**src/rtl/ni_packet_tx.sv**
```systemverilog
// Network-interface packet transmitter.
// Takes a packet request (destination column/row plus a payload length),
// then streams a HEADER flit, the payload words as BODY flits and a final
// TAIL flit into a switch virtual-channel FIFO. The FIFO's rdy_i signal is
// its "not full" indication. A zero-length packet is sent as HEADER followed
// by an empty TAIL. One output register decouples the FSM from the FIFO, so
// a flit is held stable while the FIFO is full.
module ni_packet_tx #(
  parameter int                   FLIT_DATA_W = 8,
  parameter int                   FLIT_ID_W   = 2,
  parameter int                   COL_ADDR_W  = 2,
  parameter int                   ROW_ADDR_W  = 2,
  parameter int                   PKT_LEN_W   = 4,
  parameter logic [FLIT_ID_W-1:0] HEADER_ID   = 2'b10,
  parameter logic [FLIT_ID_W-1:0] BODY_ID     = 2'b01,
  parameter logic [FLIT_ID_W-1:0] TAIL_ID     = 2'b11,
  localparam int                  FLIT_W      = FLIT_DATA_W + FLIT_ID_W
) (
  input  logic                   clk_i,
  input  logic                   rst_ni,
  input  logic                   pkt_vld_i,
  output logic                   pkt_rdy_o,
  input  logic [COL_ADDR_W-1:0]  pkt_col_i,
  input  logic [ROW_ADDR_W-1:0]  pkt_row_i,
  input  logic [PKT_LEN_W-1:0]   pkt_len_i,
  input  logic [FLIT_DATA_W-1:0] pl_data_i,
  input  logic                   pl_vld_i,
  output logic                   pl_rdy_o,
  output logic [FLIT_W-1:0]      data_o,
  output logic                   wr_en_o,
  input  logic                   rdy_i,
  output logic                   busy_o,
  output logic [15:0]            pkt_cnt_o
);

  typedef enum logic [1:0] {
    ST_IDLE  = 2'd0,
    ST_HDR   = 2'd1,
    ST_PL    = 2'd2,
    ST_ZTAIL = 2'd3
  } state_e;

  state_e                 state_q;
  logic [COL_ADDR_W-1:0]  col_q;
  logic [ROW_ADDR_W-1:0]  row_q;
  logic [PKT_LEN_W-1:0]   rem_q;
  logic [FLIT_W-1:0]      flit_q;
  logic                   flit_vld_q;
  logic [15:0]            cnt_q;

  logic                   slot_free;
  logic                   tail_written;
  logic [FLIT_DATA_W-1:0] hdr_data;

  // The output register can take a new flit when it is empty or being drained this cycle.
  assign slot_free    = ~flit_vld_q | rdy_i;
  assign tail_written = flit_vld_q & rdy_i & (flit_q[FLIT_W-1 -: FLIT_ID_W] == TAIL_ID);

  // Build the header payload: row in the low bits, column above it, zero elsewhere.
  always_comb begin
    // NOTE: every bit gets a default before the partial overwrites, so no latch is inferred.
    hdr_data                             = '0;
    hdr_data[ROW_ADDR_W-1:0]             = row_q;
    hdr_data[ROW_ADDR_W +: COL_ADDR_W]   = col_q;
  end

  // Packet FSM, output flit register and tail counter.
  always_ff @(posedge clk_i or negedge rst_ni) begin
    // NOTE: every register here is a plain flop (no memory array), so all of them are reset.
    if (!rst_ni) begin
      state_q    <= ST_IDLE;
      col_q      <= '0;
      row_q      <= '0;
      rem_q      <= '0;
      flit_q     <= '0;
      flit_vld_q <= 1'b0;
      cnt_q      <= '0;
    end else begin
      // NOTE: non-blocking assignments throughout; the later flit load overrides this clear.
      if (slot_free) begin
        flit_vld_q <= 1'b0;
      end

      if (tail_written) begin
        cnt_q <= cnt_q + 16'd1;
      end

      unique case (state_q)
        ST_IDLE: begin
          if (pkt_vld_i) begin
            col_q   <= pkt_col_i;
            row_q   <= pkt_row_i;
            rem_q   <= pkt_len_i;
            state_q <= ST_HDR;
          end
        end

        ST_HDR: begin
          if (slot_free) begin
            flit_q     <= {HEADER_ID, hdr_data};
            flit_vld_q <= 1'b1;
            state_q    <= (rem_q != '0) ? ST_PL : ST_ZTAIL;
          end
        end

        ST_PL: begin
          if (pl_vld_i && slot_free) begin
            flit_q     <= {(rem_q > PKT_LEN_W'(1)) ? BODY_ID : TAIL_ID, pl_data_i};
            flit_vld_q <= 1'b1;
            rem_q      <= rem_q - PKT_LEN_W'(1);
            if (rem_q == PKT_LEN_W'(1)) begin
              state_q <= ST_IDLE;
            end
          end
        end

        ST_ZTAIL: begin
          if (slot_free) begin
            flit_q     <= {TAIL_ID, {FLIT_DATA_W{1'b0}}};
            flit_vld_q <= 1'b1;
            state_q    <= ST_IDLE;
          end
        end

        default: state_q <= ST_IDLE;
      endcase
    end
  end

  assign pkt_rdy_o = (state_q == ST_IDLE);
  assign pl_rdy_o  = (state_q == ST_PL) & slot_free;
  assign wr_en_o   = flit_vld_q & rdy_i;
  assign data_o    = flit_q;
  assign busy_o    = (state_q != ST_IDLE) | flit_vld_q;
  assign pkt_cnt_o = cnt_q;

endmodule

```
**config.mk**
```make
export PLATFORM = sky130hd
export DESIGN_NAME = ni_packet_tx
export DESIGN_NICKNAME = d
export VERILOG_FILES = /design/src/rtl/ni_packet_tx.sv
export SDC_FILE = /design/constraint.sdc
export NUM_CORES = 1
export LEC_CHECK = 0
export CAP_MARGIN = 20
export CORE_UTILIZATION = 42
export DETAILED_ROUTE_END_ITERATION = 6
export PLACE_DENSITY = 0.75
export SYNTH_ARGS = -nofsm -noshare
export SYNTH_HDL_FRONTEND = slang
export SYNTH_SLANG_ARGS = --single-unit
```
**constraint.sdc**
```tcl
create_clock -name clk_i -period 1.5 [get_ports clk_i]
set_input_delay 0.375 -clock clk_i [delete_from_list [all_inputs] [get_ports clk_i]]
set_output_delay 0.375 -clock clk_i [all_outputs]
set_load 0.03 [all_outputs]
```
==> impl_metrics.toml, run 1 <==
[final_layout]
drive_above_1_share_pct = 41.46
final_cell_count_no_fill = 296
nets = 270
syn_to_final_growth_pct = 62.17
n_antenna_cell = 0
design_area_um2 = 2826
utilization_pct = 70.66

[routing]
drt_iter0_drc = 95
drtAntennaViolNets = 0
routed_wl_mm = 4.612
drc = 0
via_per_inst = 5.206
dr.pass1.iters = 4
post_drt_wl_per_cell_um = 15.58
vias = 1541

[power]
clockPowerShare_pct = 13.0
pwr-share-seq_pct = 31.4
power.switching_w = 0.002166
p_int_w = 0.003068
ir_drop_uv = 1099
comb_power_share_pct = 55.6
switching_share_pct = 41.39
p_per_area_nw_per_um2 = 1852
leakage_nw = 1.385

[yosys]
synthTopCellsByCount = "dfrtp_1 (37), inv_1 (11), nor2_1 (9)"
synthTopCellsByArea = "dfrtp_1 (53%), xnor2_1 (4.0%), xor2_1 (3.5%), mux2_2 (3.2%), ha_1 (2.9%)"
ys_async_sr_fraction_pct = 100.0
syn_nets = 177
yosysUniqueCellTypes = 41
synthMostInstantiatedCell = "dfrtp_1"
seq_area_frac_synth_pct = 53.12
yosysTopAreaCell = "dfrtp_1"
yosys_register_bits = 37
synth.avg_cell_area_um2 = 11.47
synthFlopType = "dfrtp_1"
synth-edff-count = 0
syn_area_um2 = 1743
syn_inst = 152
synth_top_area_share_pct = 53.12
ys_warn_count = 0

[floorplan]
num_io_pins = 51
die_area_um2 = 4412
core_um2 = 4000
die_w_um = 66.42
fp.dieH_um = 66.42
initial_core_util_pct = 43.57
rows = 23

[placed_design]
dp_cells = 274
portBuffers = 50
placed_area_um2 = 2496
hpwl_mm = 3.167
routabilityCongestion = 0.9240

[sta]
rsz0062_at_grt = "true"
tightest_slew_ps = 342.0
fin_ws_ps = -147.0
fmax_ghz = 0.6072
relSlewSlack_pct = 77.17
hold_slack_ps = 32.78
finalMaxSlewViolations = 0
fin_crit_ps = 1647
clock_skew_ps = 6.868
setup_violations = 16
hold_viol = 0
period_share_pct = 109.8
tns_ps = -944.2

[critical_path]
worstPathMaxFanout = 2
worst_path_most_repeated_cell = "buf_6"
path_delay_family = "flip-flops"
arrival_ps = 1270
max_stage_delay_ps = 390
worst-path-stages = 5
end_kind = "primary output"
cp.required_ps = 1120
path_buf_inv = 3
r2r_cells = 7
crit_chain = "buf_6, nor2b_4, buf_6, nor2_4, buf_6"
slowest_stage = "dfrtp_1"
critPathKind = "reg -> out"
cp-start-kind = "register"

[flow_run]
cap_violations = 0

[global_route]
gr-total-overflow = 0
grtUsageMet3_pct = 6.379
grt_pass1_vias = 1567
met1_usage_pct = 23.76
grt_max_degree = 38
grt_use_met2_pct = 40.82
grt_pass1_wl_mm = 7.093
grt_antenna_before_repair = 0
busiest_layer = "met2"
grtUsageTotal_pct = 22.52

[min_path]
hold_path.class = "in -> async"

[status]
status = "complete, but fails checks"
violations = "negative setup slack"

[clock_network]
cts.sinks = 37
cts_tree = "yes"
path_clk_slew_ps = 80
cts-htree-levels = 2
cts_buffers = 5
clk_latency_ps = 300
clockBufferDepth = 2
clock-root-buffer = "clkbuf_8"
## state kept, by name, summed over array words and instances, names as in the netlist
| signal | flops |
|---|---|
| pkt_cnt_o | 16 |
| data_o | 10 |
| rem_q | 4 |
| col_q | 2 |
| row_q | 2 |
| state_q | 2 |
| flit_vld_q | 1 |
## final timing paths
path | start | to | slack (ps)
setup / recovery | flit_vld_q | pl_rdy_o | -150
max in group asynchronous | rst_ni | pkt_cnt_o[8] | 1280
hold reg to reg | row_q[1] | data_o[1] | 490
setup reg to reg | flit_vld_q | rem_q[3] | -100
hold / removal | rst_ni | data_o[7] | 30
min in group clk_i | row_q[1] | data_o[1] | 490
## area by class of cell
cell class / instances / area (µm²)
Tap cell: 50 / 62.56
Multi-Input combinational cell: 99 / 859.6
Sequential cell: 37 / 942.2
Timing Repair Buffer: 91 / 834.6
Fill cell: 301 / 1174
Inverter: 11 / 41.29
Clock inverter: 3 / 17.52
Clock buffer: 5 / 68.82
## timing repair
action                                  in CTS  in global routing
resized for setup                           51                 26
hold buffers                                 0                  0
setup buffers                                7                  8
pin swaps                                    5                 12
endpoints found under the setup margin      46                 30
## layout by cell type (no fill, tap or decap), types with 5 or more instances in the layout
master / synthesis / routed
inv_1: 11 / 11
clkdlybuf4s50_1: 0 / 18
xor2_1: 7 / 6
nor2_1: 9 / 6
clkbuf_8: 0 / 5
clkdlybuf4s15_1: 0 / 7
nand4_1: 6 / 6
mux2_2: 5 / 5
nand2_1: 7 / 5
buf_4: 0 / 30
dfrtp_2: 0 / 13
dlygate4sd2_1: 0 / 18
xnor2_1: 8 / 7
dfrtp_1: 37 / 24
buf_6: 1 / 13
## kinds of logic (layout without fill, tap and decap cells)
| kind of cell | Yosys count | count (layout) | share of synthesized area [%] |
|---|---|---|---|
| compound gates | 21 | 21 | 9.332 |
| xor+xnor | 15 | 15 | 7.538 |
| fa+ha+maj | 4 | 4 | 2.872 |
| buf+inv | 16 | 110 | 4.164 |
| flops | 37 | 37 | 53.12 |
| mux | 8 | 8 | 4.953 |
| simple gates | 51 | 51 | 18.02 |
## metal layers
metal | up-vias | wire, µm
met4 | 0 | 101
met3 | 11 | 222
li1 | 719 | -
met2 | 55 | 2565
met1 | 756 | 1723
met5 | - | 0
## stage by stage
stage	total power (W)	worst slack (ps)
floorplan	0.003117	10.07
global placement	0.004064	-400.5
detailed placement	0.004166	-470.2
CTS	0.005018	-235.2
global route	0.005579	-186.4
finish	0.005234	-147.0
## power groups by stage
| stage | clock (W) | sequential (W) | combinational [W] |
|---|---|---|---|
| 6_report | 0.000679 | 0.00164 | 0.00291 |
| 5_1_grt | 0.000746 | 0.00170 | 0.00314 |
| 4_1_cts | 0.000704 | 0.00164 | 0.00268 |
| 3_5_place_dp | 0 | 0.00166 | 0.00251 |
| 3_3_place_gp | 0 | 0.00163 | 0.00244 |
| 2_1_floorplan | 0 | 0.00201 | 0.00111 |
Note: power is estimated with default switching activity, not from simulation.
==> inputs of run 2 (changes only) <==
--- a/config.mk
+++ b/config.mk
@@ -12,3 +12,4 @@
 export SYNTH_ARGS = -nofsm -noshare
 export SYNTH_HDL_FRONTEND = slang
 export SYNTH_SLANG_ARGS = --single-unit
+export TNS_END_PERCENT = 100
==> results of run 2 <==
No change in the layout: final DEF, timing and power equal those of run 1.
==> patch 1: new RTL, settings of run 2 <==
Re-encode `state_e` (4 states) as one-hot, 4 bits wide.
--- a/src/rtl/ni_packet_tx.sv
+++ b/src/rtl/ni_packet_tx.sv
@@ -34,9 +34,9 @@
 );
 
-  typedef enum logic [1:0] {
-    ST_IDLE  = 2'd0,
-    ST_HDR   = 2'd1,
-    ST_PL    = 2'd2,
-    ST_ZTAIL = 2'd3
+  typedef enum logic [3:0] {
+    ST_IDLE  = 4'b0001,
+    ST_HDR   = 4'b0010,
+    ST_PL    = 4'b0100,
+    ST_ZTAIL = 4'b1000
   } state_e;
 
Formal check against the unedited RTL: no difference found for any inputs over 10 cycles, from zero or initial values and one cycle with rst_ni low; not proved beyond that.
==> patch 1 against run 2 <==
- the flow still finishes with violations (negative setup slack)
- count of clock-buffer cells in the layout rose by 3
- register-to-register slack got worse by 0.12 ns
- wire length rose by 9.1%
- die area rose by 18%
- power rose by 5.0%
- area after synthesis rose by 18%
- clock power rose by 15%
- worst setup slack got worse by 0.14 ns
- sequential cell count rose by 2
- final area rose by 15%
- non-clock buffer count rose by 12
- largest cell class is now multi-input gates
- highest routed layer unchanged
==> patch 1: results (changes against run 2) <==
.. list-table::
   :header-rows: 1

   * - Metric
     - Value
   * - Status
     - finished, violations left (unchanged)
   * - Violations in the final reports
     - negative setup slack (unchanged)
   * - Setup ws final
     - -0.2856 ns (was -0.1470 ns)
   * - Via count of the first global-routing pass
     - 1779 (was 1567)
   * - Endpoint of the worst-slack reg-to-reg timing path
     - data_o[2] (was rem_q[3])
   * - Total number of multi-input combinational cells
     - 140 (was 99)
   * - Area contributors post-synth
     - dfrtp_1, mux2_4, nand2_1 (was dfrtp_1, xnor2_1, xor2_1)
   * - Wire length of the first global-routing pass
     - 8100 µm (was 7093 µm)
   * - Post-Syn Instances
     - 194 (was 152)
   * - Startpoint of the most critical register-to-register path
     - state_q[2] (was flit_vld_q)
   * - GRT Total Usage
     - 20.16% (was 22.52%)
   * - Area fraction in compound gates after synthesis
     - 10.81% (was 9.332%)
   * - Worst setup slack for register-to-register paths
     - -0.22 ns (was -0.10 ns)
   * - Filler Cells Inserted
     - 371 (was 301)
   * - Post-Syn Area per Cell
     - 10.62 µm² (was 11.47 µm²)
   * - Global routing usage on met1
     - 24.66% (was 23.76%)
   * - Finished Cell Area
     - 3243 µm² (was 2826 µm²)
   * - Total cell area at the placement stage
     - 2894 µm² (was 2496 µm²)
   * - Max-slew headroom
     - 75.68% (was 77.17%)
   * - Non-clock inverter total of the final layout
     - 8 (was 11)
   * - Largest net degree at the start of global routing
     - 27 (was 38)
   * - Storage element area
     - 982.2 µm² (was 942.2 µm²)
   * - Path depth of the worst reg2reg path
     - 6 (was 7)
   * - Number of clock-tree buffers in the layout
     - 8 (was 5)
   * - Per-cell via count in the routed design
     - 5.079 (was 5.206)
   * - Worst hold-check path type
     - flip-flop to flip-flop (was input port to asynchronous set/reset pin)
   * - Sequential element share of the synthesized area
     - 47.42% (was 53.12%)
   * - Fin Hold WS
     - 0.4604 ns (was 0.03278 ns)
   * - Number of distinct standard cells referenced by the synthesized netlist
     - 43 (was 41)
   * - Setup violation total in the final timing report
     - 21 (was 16)
   * - Arrival @ worst endpoint
     - 1.41 ns (was 1.27 ns)
   * - Worst VDD drop
     - 1.167 mV (was 1.099 mV)
   * - Xor and xnor fraction of the mapped netlist area
     - 6.375% (was 7.538%)
   * - Net total in the final layout
     - 322 (was 270)
   * - 1st-iter DRT viols
     - 93 (was 95)
   * - Fraction of the mapped netlist area in adder cells
     - 2.429% (was 2.872%)
## patch 1: timing repair
item,in CTS,in global routing
gates resized for setup,43,25
hold buffers,1,0
endpoints found under the hold margin,12,0
setup buffers,13,6
endpoints found under the setup margin,59,34
pin swaps,8,8
## patch 1: worst max path at each step
stage	to	slack, ns
after global routing	pkt_rdy_o	-0.33
after global placement	data_o[3]	-0.51
final	pkt_rdy_o	-0.29
after detailed placement	data_o[7]	-0.54
after floorplan	busy_o	-0.19
after CTS	pkt_rdy_o	-0.29
## patch 1: per-layer routing
metal / vias to the layer above / wire [µm]
met5: - / 0
met1: 908 / 2237
met3: 7 / 171
li1: 890 / -
met4: 0 / 79
met2: 49 / 2545
## patch 1: power by group
group	switching, mW	internal, mW	total [mW]
registers	0.283	1.37	1.65
logic	1.50	1.56	3.06
clock network	0.362	0.420	0.782
==> patch 2: new RTL, config.mk and constraints of run 2 <==
Without the edit above. Change the parameter `FLIT_ID_W` from 2 to 4.
--- a/src/rtl/ni_packet_tx.sv
+++ b/src/rtl/ni_packet_tx.sv
@@ -8,5 +8,5 @@
 module ni_packet_tx #(
   parameter int                   FLIT_DATA_W = 8,
-  parameter int                   FLIT_ID_W   = 2,
+  parameter int                   FLIT_ID_W   = 4,
   parameter int                   COL_ADDR_W  = 2,
   parameter int                   ROW_ADDR_W  = 2,
Interface: changed (resized data_o); port bits go from 51 to 53. No check against the original RTL was run, so the function may have changed too.
==> patch 2 against run 2 <==
- the flow still finishes with violations (negative setup slack)
- wire length is 17% lower
- worst setup slack worse by 0.023 ns
- area after synthesis grew 0.22%
- highest routed layer unchanged
- power down 7.9%
- sequential cell count unchanged
- largest cell class unchanged
- core utilization decreased by 4.4 points
- cell count down 3.0%
- final area fell by 6.2%
==> patch 2: results (changes against run 2) <==
.. list-table::
   :header-rows: 1

   * - Metric
     - Value
   * - Status
     - finished, violations left (unchanged)
   * - Violations in the final reports
     - negative setup slack (unchanged)
   * - Total cell area at the placement stage
     - 2469 µm² (was 2496 µm²)
   * - Fraction of final layout cells sized beyond drive strength 1
     - 27.85% (was 41.46%)
   * - Number of clock-tree buffers in the layout
     - 7 (was 5)
   * - Setup violation total in the final timing report
     - 3 (was 16)
   * - Post-synthesis instance area
     - 1747 µm² (was 1743 µm²)
   * - Non-clock inverter total of the final layout
     - 8 (was 11)
   * - Via count of the first global-routing pass
     - 1321 (was 1567)
   * - Fraction of area in multi-input gates
     - 31.73% (was 30.41%)
   * - Worst VDD drop
     - 1.118 mV (was 1.099 mV)
   * - Placed cell count
     - 278 (was 274)
   * - Wire length on met2
     - 1851 µm (was 2565 µm)
   * - Wire length of the first global-routing pass
     - 6065 µm (was 7093 µm)
   * - Metal1 wirelength
     - 1774 µm (was 1723 µm)
   * - Global routing usage on met1
     - 24.73% (was 23.76%)
   * - Number of distinct standard cells referenced by the synthesized netlist
     - 37 (was 41)
   * - Net total in the final layout
     - 262 (was 270)
   * - Arrival @ worst endpoint
     - 1.30 ns (was 1.27 ns)
   * - Cell Count, Final, Fillers Out
     - 287 (was 296)
   * - Setup ws final
     - -0.1703 ns (was -0.1470 ns)
   * - Average routed wire per standard cell
     - 13.28 µm (was 15.58 µm)
   * - Storage element area
     - 933.4 µm² (was 942.2 µm²)
   * - Post-CTS Repair Setup Buffers
     - 2 (was 7)
   * - Number of ordinary and repair buffers in the finished layout
     - 78 (was 91)
   * - Net switching component of the power
     - 1.940 mW (was 2.166 mW)
   * - Multiplexer share of the synthesized area
     - 3.152% (was 4.953%)
   * - Routed wl met3
     - 161 µm (was 222 µm)
   * - Setup TNS
     - -0.3762 ns (was -0.9442 ns)
patch 2: cell count changes in the layout (fill, tap and decap cells not counted), sizes merged, moves of 3 or more:
cell / delta
buf: -14
clkdlybuf4s15: -3
dlygate4sd2: +4
inv: -3
nand2: +4
o21ai: +4
xnor2: +3
xor2: -3
patch 2: final timing paths:
check | startpoint | endpoint
setup / recovery | flit_vld_q | busy_o
hold / removal | rst_ni | pkt_cnt_o[11]
setup reg to reg | flit_vld_q | pkt_cnt_o[15]
hold reg to reg | pkt_cnt_o[11] | pkt_cnt_o[11]
max in group asynchronous | rst_ni | pkt_cnt_o[0]
min in group clk_i | pkt_cnt_o[11] | pkt_cnt_o[11]
patch 2: worst reg2reg max path, stage by stage (launching register included):
cell and delay, ns:
dfrtp_1 0.37, buf_6 0.11, buf_6 0.11, nand4_4 0.12, nor4_4 0.38, nand3_1 0.14, xnor2_1 0.15
